==> config.mk <==
export PLATFORM = sky130hd
export DESIGN_NAME = status_register_unit
export DESIGN_NICKNAME = d
export VERILOG_FILES = /design/src/rtl/alab_pkg.sv /design/src/rtl/status_register_unit.sv
export SDC_FILE = /design/constraint.sdc
export NUM_CORES = 1
export LEC_CHECK = 0
export ABC_AREA = 1
export CAP_MARGIN = 20
export CELL_PAD_IN_SITES_DETAIL_PLACEMENT = 2
export CELL_PAD_IN_SITES_GLOBAL_PLACEMENT = 2
export CORE_MARGIN = 3
export CORE_UTILIZATION = 26
export CTS_CLUSTER_SIZE = 16
export DETAILED_ROUTE_END_ITERATION = 10
export GPL_TIMING_DRIVEN = 0
export PLACE_DENSITY = 0.86
export SYNTH_ARGS = -nofsm -noshare
export SYNTH_HDL_FRONTEND = slang
export SYNTH_SLANG_ARGS = --single-unit
==> constraint.sdc <==
create_clock -name clk -period 2.5 [get_ports clk]
set_input_delay 0.5 -clock clk [delete_from_list [all_inputs] [get_ports clk]]
set_output_delay 0.5 -clock clk [all_outputs]
set_load 0.01 [all_outputs]
==> src/rtl/alab_pkg.sv <==
// Shared CPSR layout: flag/control bit positions, mode encodings and reset value.
package alab_pkg;

    localparam int unsigned CPSR_W = 32;
    localparam int unsigned NZCV_W = 4;
    localparam int unsigned MODE_W = 5;

    localparam int unsigned FLAG_N = 31;
    localparam int unsigned FLAG_Z = 30;
    localparam int unsigned FLAG_C = 29;
    localparam int unsigned FLAG_V = 28;

    localparam int unsigned I_BIT   = 7;
    localparam int unsigned MODE_HI = 4;
    localparam int unsigned MODE_LO = 0;

    localparam logic [CPSR_W-1:0] CPSR_RESET_VAL = 32'h0000_00D3;

    localparam logic [MODE_W-1:0] MODE_USR = 5'b10000;
    localparam logic [MODE_W-1:0] MODE_FIQ = 5'b10001;
    localparam logic [MODE_W-1:0] MODE_IRQ = 5'b10010;
    localparam logic [MODE_W-1:0] MODE_SVC = 5'b10011;
    localparam logic [MODE_W-1:0] MODE_ABT = 5'b10111;
    localparam logic [MODE_W-1:0] MODE_UND = 5'b11011;
    localparam logic [MODE_W-1:0] MODE_SYS = 5'b11111;

endpackage

==> src/rtl/status_register_unit.sv <==
// CPSR/SPSR holder with a one-entry pending flag stage forwarded to condition evaluation.
module status_register_unit
    import alab_pkg::*;
#(
    parameter logic [CPSR_W-1:0] CPSR_RST = CPSR_RESET_VAL,
    parameter logic [MODE_W-1:0] EXC_MODE = MODE_SVC
) (
    input  logic                clk,
    input  logic                rst,
    input  logic                upd_valid,
    input  logic                s_bit,
    input  logic                cond_pass,
    input  logic [NZCV_W-1:0]   alu_nzcv,
    input  logic                flush,
    input  logic                msr_we,
    input  logic [CPSR_W-1:0]   msr_data,
    input  logic                exc_entry,
    input  logic                exc_return,
    output logic [CPSR_W-1:0]   status_reg_out,
    output logic [CPSR_W-1:0]   spsr_out,
    output logic                pend_valid
);

    logic [CPSR_W-1:0] cpsr;
    logic [CPSR_W-1:0] spsr;
    logic [NZCV_W-1:0] pend_nzcv;

    logic [CPSR_W-1:0] cpsr_nxt;
    logic [CPSR_W-1:0] spsr_nxt;
    logic [NZCV_W-1:0] pend_nzcv_nxt;
    logic              pend_valid_nxt;
    logic              accept;

    // Any higher-priority CPSR writer or a flush blocks a new flag update.
    assign accept = upd_valid & s_bit & cond_pass & ~flush
                  & ~msr_we & ~exc_entry & ~exc_return;

    // Pending flags bypass the architectural CPSR so the next instruction sees them at once.
    assign status_reg_out = pend_valid ? {pend_nzcv, cpsr[FLAG_V-1:0]} : cpsr;
    assign spsr_out       = spsr;

    always_comb begin
        cpsr_nxt       = cpsr;
        spsr_nxt       = spsr;
        pend_nzcv_nxt  = pend_nzcv;
        pend_valid_nxt = 1'b0;

        if (exc_entry) begin
            spsr_nxt                    = status_reg_out;
            cpsr_nxt[FLAG_N:FLAG_V]     = status_reg_out[FLAG_N:FLAG_V];
            cpsr_nxt[I_BIT]             = 1'b1;
            cpsr_nxt[MODE_HI:MODE_LO]   = EXC_MODE;
        end else if (exc_return) begin
            cpsr_nxt = spsr;
        end else if (msr_we) begin
            cpsr_nxt = msr_data;
        end else begin
            // Older entry retires while a new one may be captured in the same cycle.
            if (pend_valid && !flush) begin
                cpsr_nxt[FLAG_N:FLAG_V] = pend_nzcv;
            end
            if (accept) begin
                pend_nzcv_nxt  = alu_nzcv;
                pend_valid_nxt = 1'b1;
            end
        end
    end

    always_ff @(posedge clk or posedge rst) begin
        if (rst) begin
            cpsr       <= CPSR_RST;
            spsr       <= '0;
            pend_nzcv  <= '0;
            pend_valid <= 1'b0;
        end else begin
            cpsr       <= cpsr_nxt;
            spsr       <= spsr_nxt;
            pend_nzcv  <= pend_nzcv_nxt;
            pend_valid <= pend_valid_nxt;
        end
    end

endmodule

---- Yosys cells after proc, flatten, opt, wreduce, memory -nomap -nowiden ----
Cells that the tools add are included.
word-level totals
  input port bits ......................... 45
  word-level logic and storage cells ...... 35
  output and inout port bits .............. 65
  register bits ........................... 69
cells by class
  mux-type cells .......................... 12
  reductions and logical operators ........ 7
  bitwise gates (word level) .............. 10
operators by type and width
  operator           count
  $mux 32            2
  $mux 28            1
  $mux 4             3
  $and 1x1->1        6
  $mux 1             5
  $mux 5             1
  $not 1->1          4
  $reduce_and 4->1   1
  $reduce_bool 4->1  1
  $reduce_bool 3->1  1
  $reduce_and 2->1   1
  $reduce_bool 2->1  1
  $logic_and 1x1->1  1
  $logic_not 1->1    1

---- Depth between registers and ports, before layout ----
  depth after elaboration ................. 10
  depth in mapped cells ................... 8
  mapped depth without buffers ............ 7

---- Worst setup path before layout ----
OpenSTA, ideal clock, no wires.
  path kind ............................... reg2out
  from .................................... reg pend_valid
  to ...................................... out status_reg_out[28]
  cell stages (with the launch flop) ...... 4
  slack ................................... 1174 ps
  path buffers ............................ 1
  required time ........................... 2000 ps
  arrival ................................. 826 ps
  cell sequence ........................... dfrtp_1 > buf_2 > nand2_1 > o21a_1
on the way
  longest elaborated chain between the ends .. 1
RTL lines
  element                 RTL line                    RTL
  from (decl)             status_register_unit.sv:21  output logic pend_valid
  from (signal assigned)  status_register_unit.sv:79  pend_valid <= pend_valid_nxt;
  $mux 32                 status_register_unit.sv:39  assign status_reg_out = pend_valid ? {pend_nzcv, cpsr[FLAG_V-1:0]} : cpsr;
  to (decl)               status_register_unit.sv:19  output logic [CPSR_W-1:0] status_reg_out,
No other way between the ends.

---- Worst setup path in the final report ----
  from .................................... reg pend_valid
  to ...................................... out status_reg_out[31]
The elaborated chain is that of the path after synthesis.

==> metrics.md <==
| Metric | Value |
|---|---|
| Final Hold Fails | `0` |
| Iteration count of the initial detailed-routing pass | `4` |
| Layout cells sized above 1 | `16.5%` |
| Clock tree buffer depth | `2` |
| Core area | `12,300 sq um` |
| Reg2reg path depth | `6` |
| Port bufs | `108` |
| R2r setup slk | `1170 ps` |
| Antenna-violating nets left | `0` |
| Total CTS buffers | `9` |
| Setup TNS | `0 ps` |
| Post-route clock period utilization | `89.7%` |
| Die ar. | `14,300 sq um` |
| CTS tree | `yes` |
| Cells after Synth | `404` |
| Max-cap violations | `0` |
| Critical path's slowest cell | `clkdlybuf4s50_1` |
| H-tree levels | `3` |
| Tmin final | `2240 ps` |
| Routed length on met2 | `6.02 mm` |
| Initial antenna violation count | `0` |
| PD cells | `711 nW/um^2` |
| HP Class | `flop to flop` |
| RSZ-0062 raised after global routing | `no` |
| Routed WL | `11.4 mm` |
| Power Total | `3500 uW` |
| CP Data Required Time | `2000 ps` |
| Status | `complete, no violations` |
| Root buf cell | `clkbuf_16` |
| Die Y | `120 um` |
| Worst skew pair latency | `330 ps` |
| Hold Path Depth | `2` |
| Vias in the first global route | `3,606` |
| Synth Net Count | `449` |
| Row cnt | `40` |
| Worst EP arrival | `1740 ps` |
| Pre-CTS WS | `488 ps` |
| Post-Route M1 WL | `4.84 mm` |
| Critical path startpoint | `pend_valid` |
| CP max FO | `10` |
| Total track usage | `16.6%` |
| Seq/Total Area, Yosys | `51.6%` |
| DRC Markers | `0` |
| Reg2reg start | `pend_valid` |
| Fin cells | `696` |
| Vias post-DR | `3,122` |
| Clock Pin Slew Worst Setup and Hold Paths | `60 ps` |
| DRT iter0 DRCs | `100` |
| Placed cell count | `680` |
| RR Endpoint | `cpsr[28]` |
| Gr ovfl total | `0` |
| Syn-to-layout area delta | `46.6%` |
| Clock Sinks | `69` |
| Top Metal Used | `met4` |
| Placed wire-length estimate | `8.47 mm` |
| Number of diodes | `0` |
| Slew @ Worst Pin | `890 ps` |
| Worst vdd ir | `0.298 mV` |
| Fin util | `40.0%` |
| Post_cts resized | `0` |
| Post-synthesis register bit count | `69` |
| Crit-path cells | `buf_2, nand2_1, o21a_1, clkdlybuf4s50_1` |
| Slew HR | `40.6%` |
| First-pass GRT wire length | `18.9 mm` |
| Postcts setup bufs | `0` |
| Routed wire length per instance | `16.4 um` |
| Nets | `568` |
| Sink of the worst hold path | `spsr_out[1]` |
| Netlist cell types | `21` |
| Avg Cell Area, Syn | `8.31 sq um` |
| Pleak | `0.00227 uW` |
| Cell Area, Synth | `3360 sq um` |
| Largest net degree at the start of global routing | `70` |
| Slowest cell delay on critical path | `540 ps` |
| CP Launch Type | `flop` |
| Worst setup margin | `258 ps` |
| Vias per cell | `4.49` |
| DIE WIDTH | `120 um` |
| Final Setup Violations | `0` |
| Crit. End Element | `output pin` |
| Worst Min Path Start | `cpsr[1]` |
| Achievable frequency | `446 MHz` |
| Hold Buf Count CTS | `0` |
| Max Slew Vio Count | `0` |
| Routability cong. | `0.734` |
| Met3 WL | `424 um` |
| Starting Density | `27.3%` |
| Critical path class | `flop to output pin` |
| Clock skew | `10.1 ps` |
| # IOs | `110` |
| Warnings from Yosys | `0` |
==> kinds of logic after synthesis <==
family | Yosys count | synth area share [%]
flip-flops | 69 | 51.6
buffers and inverters | 67 | 11.8
AO/OA/AOI/OAI | 44 | 9.77
AND/OR/NAND/NOR | 224 | 26.8
==> cells in the final DEF (no fill, tap or decap), drive strengths merged <==
cell	n
clkbuf	18
clkinv	4
o21ai	8
buf	42
a21oi	4
clkdlybuf4s50	108
or2	6
o22ai	2
dfstp	5
inv	19
nand2	178
dfrtp	64
o21a	4
nand3	9
nor2	31
a31oi	26
==> power breakdown <==
| group | internal (uW) | switching [uW] | total [uW] |
|---|---|---|---|
| Combinational | 508 | 399 | 907 |
| Sequential | 1280 | 137 | 1420 |
| Clock | 696 | 478 | 1170 |
==> per-stage QoR <==
step / area (sq um) / hold slack [ps]
floorplan: 3360 / 464
global placement: 4650 / 482
detailed placement: 4650 / 499
CTS: 4920 / 508
global route: 4920 / 533
finish: 4920 / 506
==> critical path: cells and delay by family, from the launching register on <==
| family | cells | cell delay, ps |
|---|---|---|
| buffers and inverters | 2 | 740 |
| AND/OR/NAND/NOR | 1 | 110 |
| AO/OA/AOI/OAI | 1 | 150 |
| flip-flops | 1 | 420 |
==> Yosys cell counts, drive strengths merged <==
cell | instances | area (sq um)
nand2 | 178 | 678
dfrtp | 64 | 1600
buf | 42 | 302
nor2 | 31 | 139
a31oi | 26 | 225
inv | 19 | 71.3
nand3 | 9 | 45.0
o21ai | 8 | 40.0
clkbuf | 6 | 22.5
or2 | 6 | 37.5
dfstp | 5 | 131
a21oi | 4 | 20.0
o21a | 4 | 30.0
o22ai | 2 | 12.5
==> flip-flops by register name, summed over array words and instances (netlist names) <==
signal and count:
spsr_out 32, pend_valid 1, cpsr 32, pend_nzcv 4
==> layout make-up <==
| cell class | instances | area [sq um] |
|---|---|---|
| Fill cell | 1424 | 7390 |
| Sequential cell | 69 | 1730 |
| Multi-Input combinational cell | 268 | 1230 |
| Timing Repair Buffer | 108 | 1080 |
| Buffer | 48 | 324 |
| Clock buffer | 12 | 246 |
| Tap cell | 168 | 210 |
| Inverter | 19 | 73.8 |
| Clock inverter | 4 | 23.8 |
==> how the worst max path moves through the flow <==
| stage | endpoint | cells after the start |
|---|---|---|
| 2_1_floorplan | cpsr[10] | 1 |
| 3_3_place_gp | spsr_out[6] | 2 |
| 3_5_place_dp | cpsr[29] | 7 |
| 4_1_cts | status_reg_out[30] | 4 |
| 5_1_grt | status_reg_out[31] | 4 |
| 6_report | status_reg_out[31] | 4 |
==> routing by layer <==
layer	vias up	track usage (%)
met5	-	0
met4	0	4.51
met3	9	3.16
met2	68	30.7
met1	1565	19.5
li1	1480	-
Power figures use the tool's default switching activity.
